`config.mk`:
```
export PLATFORM = sky130hd
export DESIGN_NAME = pll40_core
export DESIGN_NICKNAME = d
export VERILOG_FILES = /design/src/rtl/pll40_core.sv
export SDC_FILE = /design/constraint.sdc
export NUM_CORES = 1
export LEC_CHECK = 0
export BUFFER_PORTS_ARGS = -buffer_cell sky130_fd_sc_hd__buf_4
export CAP_MARGIN = 20
export CORE_ASPECT_RATIO = 0.9
export CORE_UTILIZATION = 40
export DETAILED_ROUTE_END_ITERATION = 10
export PLACE_DENSITY = 0.58
export SLEW_MARGIN = 20
export SYNTH_ARGS = -nofsm -noshare
export SYNTH_HDL_FRONTEND = slang
export SYNTH_SLANG_ARGS = --single-unit
```
`constraint.sdc`:
```
create_clock -name CLK -period 3.5 [get_ports CLK]
set_input_delay 0.35 -clock CLK [delete_from_list [all_inputs] [get_ports CLK]]
set_output_delay 0.35 -clock CLK [all_outputs]
set_load 0.1 [all_outputs]
```
`src/rtl/pll40_core.sv`:
```
// pll40_core: clock synthesizer built entirely on the CLK timebase.
// The reference clock is synchronized and its period measured in CLK cycles.
// A phase accumulator then derives an output clock of
// f_ref*(DIVF+1)/((DIVR+1)*2^DIVQ) from that measurement.
module pll40_core #(
  parameter logic [3:0] DIVR                           = 4'd0,
  parameter logic [6:0] DIVF                           = 7'd0,
  parameter logic [2:0] DIVQ                           = 3'd0,
  parameter string      PLLOUT_SELECT                  = "GENCLK",
  parameter logic       ENABLE_ICEGATE                 = 1'b0,
  parameter logic [2:0] FILTER_RANGE                   = 3'd0,
  parameter string      FEEDBACK_PATH                  = "SIMPLE",
  parameter string      DELAY_ADJUSTMENT_MODE_FEEDBACK = "FIXED",
  parameter string      DELAY_ADJUSTMENT_MODE_RELATIVE = "FIXED",
  parameter logic [3:0] FDA_FEEDBACK                   = 4'd0,
  parameter logic [3:0] FDA_RELATIVE                   = 4'd0,
  parameter logic [1:0] SHIFTREG_DIV_MODE              = 2'd0
) (
  input  logic CLK,
  input  logic RESET,
  input  logic REFERENCECLK,
  input  logic BYPASS,
  input  logic LATCHINPUTVALUE,
  output logic PLLOUTCORE,
  output logic PLLOUTGLOBAL,
  output logic LOCK
);

  // DIVQ=7 is folded onto 6; the output divider tops out at 2^6.
  localparam int unsigned DIVQ_E = (DIVQ == 3'd7) ? 32'd6 : {29'd0, DIVQ};
  // Any select value other than GENCLK_HALF falls back to GENCLK.
  localparam bit HALF_MODE = (PLLOUT_SELECT == "GENCLK_HALF");
  // Accumulator step is 2*(DIVF+1): two toggles per output period.
  localparam logic [8:0]  INC     = {1'b0, DIVF, 1'b0} + 9'd2;
  localparam logic [4:0]  RDIV    = {1'b0, DIVR} + 5'd1;
  localparam logic [24:0] ACC_MAX = '1;
  localparam logic [2:0]  MATCH_LOCK = 3'd4;

  // Analog-only configuration knobs; they have no effect in this model.
  logic unused_cfg;
  assign unused_cfg = ^{FILTER_RANGE, FDA_FEEDBACK, FDA_RELATIVE, SHIFTREG_DIV_MODE,
                        (FEEDBACK_PATH == "SIMPLE"),
                        (DELAY_ADJUSTMENT_MODE_FEEDBACK == "FIXED"),
                        (DELAY_ADJUSTMENT_MODE_RELATIVE == "FIXED")};

  // Synchronizer and edge-detect delay flop.
  logic sync1_q, sync2_q, sync3_q;
  logic ref_rise;

  // Period measurement and lock state.
  logic [15:0] cnt_q, cnt_d;
  logic [15:0] period_q, period_d;
  logic [15:0] meas;
  logic        seen_q, seen_d;
  logic        pvld_q, pvld_d;
  logic [2:0]  match_q, match_d;
  logic        lock_q, lock_d;
  logic        cnt_sat;
  logic        close;

  // Synthesizer state.
  logic [24:0] acc_q, acc_d;
  logic [26:0] th_w;
  logic [24:0] th;
  logic [25:0] sum;
  logic        tgl;
  logic        iclk_q, iclk_d;
  logic        half_q, half_d;

  // Output stage.
  logic out_q, out_d;
  logic glob_q;

  assign ref_rise = sync2_q & ~sync3_q;
  assign cnt_sat  = (cnt_q == 16'hFFFF);

  // Measure the reference period and track how many consecutive periods agree.
  always_comb begin
    cnt_d    = cnt_sat ? cnt_q : cnt_q + 16'd1;
    period_d = period_q;
    seen_d   = seen_q;
    pvld_d   = pvld_q;
    match_d  = match_q;
    meas     = cnt_q + 16'd1;
    close    = ({1'b0, meas} <= {1'b0, period_q} + 17'd1) &&
               ({1'b0, period_q} <= {1'b0, meas} + 17'd1);
    if (ref_rise) begin
      cnt_d = '0;
      if (!seen_q || cnt_sat) begin
        // First edge (or first edge after a lost reference) only starts the count.
        seen_d  = 1'b1;
        pvld_d  = 1'b0;
        match_d = '0;
      end else begin
        period_d = meas;
        pvld_d   = 1'b1;
        if (pvld_q) begin
          if (close) match_d = (match_q == MATCH_LOCK) ? MATCH_LOCK : match_q + 3'd1;
          else       match_d = '0;
        end
      end
    end else if (cnt_sat) begin
      // Reference lost: drop everything and wait for a fresh first edge.
      seen_d  = 1'b0;
      pvld_d  = 1'b0;
      match_d = '0;
    end
    lock_d = (match_d == MATCH_LOCK);
  end

  // Phase accumulator: at most one toggle per CLK, CLK/2 when the step exceeds the threshold.
  always_comb begin
    // Threshold clamps to the accumulator range so the sum can never wrap.
    th_w   = (27'(period_q) * 27'(RDIV)) << DIVQ_E;
    th     = (th_w > 27'(ACC_MAX)) ? ACC_MAX : th_w[24:0];
    sum    = 26'(acc_q) + 26'(INC);
    tgl    = 1'b0;
    acc_d  = acc_q;
    iclk_d = iclk_q;
    half_d = half_q;
    if (!pvld_q) begin
      acc_d  = '0;
      iclk_d = 1'b0;
      half_d = 1'b0;
    end else begin
      if (26'(INC) >= 26'(th)) begin
        tgl   = 1'b1;
        acc_d = '0;
      end else if (sum >= 26'(th)) begin
        tgl   = 1'b1;
        acc_d = 25'(sum - 26'(th));
      end else begin
        acc_d = 25'(sum);
      end
      iclk_d = iclk_q ^ tgl;
      // Half clock flips on the falling internal toggle, i.e. every second toggle.
      half_d = half_q ^ (tgl & iclk_q);
    end
  end

  // Output select: bypass, synthesized clock, or frozen value.
  always_comb begin
    if (BYPASS)         out_d = sync2_q;
    else if (HALF_MODE) out_d = half_d;
    else                out_d = iclk_d;
    if (ENABLE_ICEGATE && LATCHINPUTVALUE) out_d = out_q;
  end

  // All state updates; reset wins over everything.
  always_ff @(posedge CLK) begin
    if (RESET) begin
      sync1_q  <= 1'b0;
      sync2_q  <= 1'b0;
      sync3_q  <= 1'b0;
      cnt_q    <= '0;
      period_q <= '0;
      seen_q   <= 1'b0;
      pvld_q   <= 1'b0;
      match_q  <= '0;
      lock_q   <= 1'b0;
      acc_q    <= '0;
      iclk_q   <= 1'b0;
      half_q   <= 1'b0;
      out_q    <= 1'b0;
      glob_q   <= 1'b0;
    end else begin
      sync1_q  <= REFERENCECLK;
      sync2_q  <= sync1_q;
      sync3_q  <= sync2_q;
      cnt_q    <= cnt_d;
      period_q <= period_d;
      seen_q   <= seen_d;
      pvld_q   <= pvld_d;
      match_q  <= match_d;
      lock_q   <= lock_d;
      acc_q    <= acc_d;
      iclk_q   <= iclk_d;
      half_q   <= half_d;
      out_q    <= out_d;
      glob_q   <= out_d;
    end
  end

  assign PLLOUTCORE   = out_q;
  assign PLLOUTGLOBAL = glob_q;
  assign LOCK         = lock_q;

endmodule

```
==> out/results.txt <==
The tools report the startpoint of the most critical setup path as cnt_q[0]$_SDFFE_PP0N_. The number of flops mapped to enable cells by yosys is 0. The later pin in the worst-skew pair is clocked with a latency of 340 ps.

Main flop type after synthesis: dfxtp_1. The die covers 14300 sq um. The master cell of the clock root buffer is clkbuf_16. The floorplan step set the die width to 126 um. Dividing the detail-routed wire length by the instance count gives 15.6 um.

On the critical path, the stage with the largest delay is an instance of or4b_4. The combined area of all synthesized cells is 5540 sq um. The reported leakage power came out at 2.90 nW.

For this block, the routed nets add up to 14.8 mm of wire. Category of cells accounting for the largest share of critical-path delay: simple AND/OR/NAND/NOR gates. Post-synthesis cell type with the largest combined area: dfxtp_1. The design draws 0.00203 W. The routed layout has 5240 vias. The count of nets left with antenna violations once routing finished came out at 0.

By count the netlist is led by nor2_1 (70), dfxtp_1 (68), nand2_1 (67). The delay of the slowest critical-path stage came out at 560 ps. Synthesis instantiated 72 different standard cells from the library. For this design, the sink count on the clock tree is 68. The detail-routed via count per cell was 5.49.

In this run the tool buffered the top-level ports with 6 buffer cells. The core region is 13400 sq um. When the netlist entered floorplanning its net count stood at 765. For the number of remaining DRC errors, the log shows 0.

Before antenna repair, the detailed router went through 5 iterations. Traced cell by cell, the critical path runs through ha_4 > nand3_4 > nor3_4 > xnor2_2 > or4b_4 > nor4_4 > xnor2_1 > ha_1 > nand4_1 > o221ai_4 > nor2_1 > o32a_1 > o2bb2ai_2 > a22o_2 > and3_1. Data on the critical path is required at its endpoint by 3730 ps.

The congestion estimate from routability-driven global placement came to 0.915. The post-synthesis to final-layout area growth came out at 24.4%. The total global-route track usage was 21.1%; the count of synthesis-stage warnings from yosys was 0. The final hold violation count was 0; the chip height was 114 um. The portion of the clock cycle consumed by the worst path in the final layout came out at 102%.

The count of final max-slew check failures was 0. Number of levels in the clock H-tree: 3. Headroom to the max-slew limit came out at 61.3%. In this run the worst path has a maximum fanout of 5. Once detailed placement completed, the half-perimeter wirelength came to 11.3 mm. The worst setup path is launched from a flip-flop. Type of the worst setup path: flip-flop to flip-flop. The via count of the first global-routing pass was 4917. The checks that failed: negative setup slack. The worst hold path passes through 2 cells. The clock slew seen by the registers of the worst setup and hold paths was 60 ps. At the pin with the least slew margin, the transition time is 575 ps. Together, buffers and inverters on the worst path number 0.

Launching point of the worst reg2reg path: cnt_q[0]$_SDFFE_PP0N_. Setup repair after global routing could not meet its margin everywhere. Fraction of the yosys area taken by sequential cells: 24.6%. The library cell with the highest instance count after synthesis is nor2_1. The fraction of registers with async set/reset was 0%; the initial antenna violation count was 0. 8 I/O pins were placed. Setup violations remaining at the end of the flow were counted as 2.

The TritonCTS buffer count came out at 9. The smallest clock period supported by the final layout is computed as 3560 ps. After filler insertion, the fill cell instance count of the layout stands at 1277. For the final database, setup skew stands at 10.6 ps. Across the VDD grid, the largest voltage drop is 0.000207 V. The worst setup slack after layout is -57.3 ps. After synthesis, the mean cell area works out to 7.86 sq um. After the first detailed-routing iteration, the DRC count stood at 344. The logs give 2 for the largest buffer count on any clock path and 281 MHz for the fmax.

Capturing element type of the critical path: a flip-flop. At the worst endpoint, the arrival time is 3790 ps. The fraction of layout cells with a size suffix above 1 works out to 20.9%. TritonCTS built the clock tree. Synthesis produced a netlist whose cell count is 705. The run finished, with violations left. In this run, synthesis produced a sequential element count of 68. The tools report the worst reg2reg path endpoint as LOCK$_SDFF_PP0_.

The tools report the terminating pin of the worst hold path as PLLOUTGLOBAL$_SDFF_PP0_. Entering global routing, the biggest net connects 26 pins. The tool flagged a number of max-cap violations equal to 0. After global routing the overflow that remains totals 0.

The worst slack at placement is -263 ps, and the placement row count is 40. 0 antenna diodes ended up in the layout. Dividing total power by cell area gives a power density of 294 nW/um^2.

Once the floorplan was initialized, standard cells occupied 41.3% of the core. For flop-to-flop paths, the worst setup slack is -60 ps. In this run the worst hold path is classified as input port to flip-flop. In this run the most critical hold path is launched from BYPASS.

Global-route wire length before repair: 24.1 mm. Area share of the largest cell type after synthesis: 24.6%. The count of cells along the worst register-to-register path came out at 15.

Yosys attributes the largest share of cell area to dfxtp_1 (25%), ha_1 (12%), xnor2_1 (8.2%), a21oi_1 (4.8%), nor2_1 (4.7%). At the end of the flow, the number of nets in the layout was 841.
-- power by group --
group	leakage (nW)	internal (W)	switching [W]
clock	0.139	0.000548	0.000353
combinational	2.21	0.000156	0.000179
sequential	0.551	0.000782	0.00000892
-- worst reg2reg max path, delay by kind of cell (launching register included) --
family,cells,cell delay (ps)
AND/OR/NAND/NOR,7,1460
adder cells (fa/ha/maj),2,500
AO/OA/AOI/OAI,4,930
flip-flops,1,370
XOR/XNOR,2,200
-- flip-flops by register name (all words and copies together) (netlist names) --
| name | flops |
|---|---|
| iclk_q | 1 |
| PLLOUTGLOBAL | 1 |
| sync2_q | 1 |
| match_q | 3 |
| period_q | 16 |
| sync1_q | 1 |
| cnt_q | 16 |
| LOCK | 1 |
| sync3_q | 1 |
| pvld_q | 1 |
| seen_q | 1 |
| acc_q | 25 |
-- cells by family (layout without fill, tap and decap cells) --
group	count (synthesis)	after routing	share of synthesized area, %
AOI/OAI and AO/OA	159	159	19.9
muxes	2	2	0.384
buffers and inverters	67	148	4.81
xor gates and xnor gates	82	82	13.0
DFF	68	68	24.6
adders and majority gates	55	55	12.6
and+or+nand+nor	272	272	24.9
-- layout make-up --
class                   instances  area (sq um)  area share (%)
clock buffers                  11           233            3.38
clock inverters                 5          52.6           0.762
inverters                      42           158            2.29
multi-input cells             570          4170            60.5
flip-flops and latches         68          1370            19.9
well taps                     168           210            3.05
repair buffers                 90           701            10.2
-- per-layer routing --
metal  global-route usage [%]  vias to the layer above  part of all wire (%)
li1                         -                     2669                     -
met1                     30.1                     2481                    51
met2                     32.7                       79                    44
met3                     3.10                       11                   3.8
met4                     6.59                        0                  0.99
met5                        0                        -                     0
-- through the flow --
step / TNS, ps / cell area [sq um] / instances / hold WS (ps) / util [%]
after detailed placement: -845 / 6270 / 927 / 429 / 46.7
final: -67.6 / 6890 / 954 / 217 / 51.4
after global routing: -728 / 6890 / 954 / 216 / 51.4
after CTS: -55.0 / 6580 / 944 / 208 / 49.0
after global placement: -142 / 6270 / 927 / 422 / 46.7
after floorplan: 0 / 5560 / 705 / 414 / -
-- repair_timing --
item	CTS	global route
pin swaps	2	26
gates resized for setup	5	46
setup endpoints to repair	18	29
gates cloned	0	1
hold buffers	0	0
endpoints found under the hold margin	0	0
setup buffers	1	9
-- worst max path at each step --
stage,to,slack (ps),depth (start not counted)
global placement,LOCK$_SDFF_PP0_,-80,16
CTS,LOCK$_SDFF_PP0_,-50,16
global route,LOCK$_SDFF_PP0_,-240,17
finish,LOCK$_SDFF_PP0_,-60,15
detailed placement,LOCK$_SDFF_PP0_,-260,18
floorplan,LOCK$_SDFF_PP0_,3,17
-- placed cells by master, fill, tap and decap left out, types with 7 or more instances in the layout --
master	count
and3_1	12
inv_1	42
nor2_1	64
nor3_1	13
a21oi_1	48
nand2_1	66
xnor2_1	48
o21a_1	7
clkbuf_16	9
dfxtp_1	64
and4_1	7
nor2b_1	8
ha_1	50
o21ai_0	11
nand3_1	30
or2_2	7
xor2_1	28
a211oi_1	26
a21o_1	17
buf_4	84
nand4_1	19
(Power assumes the default switching activity.)
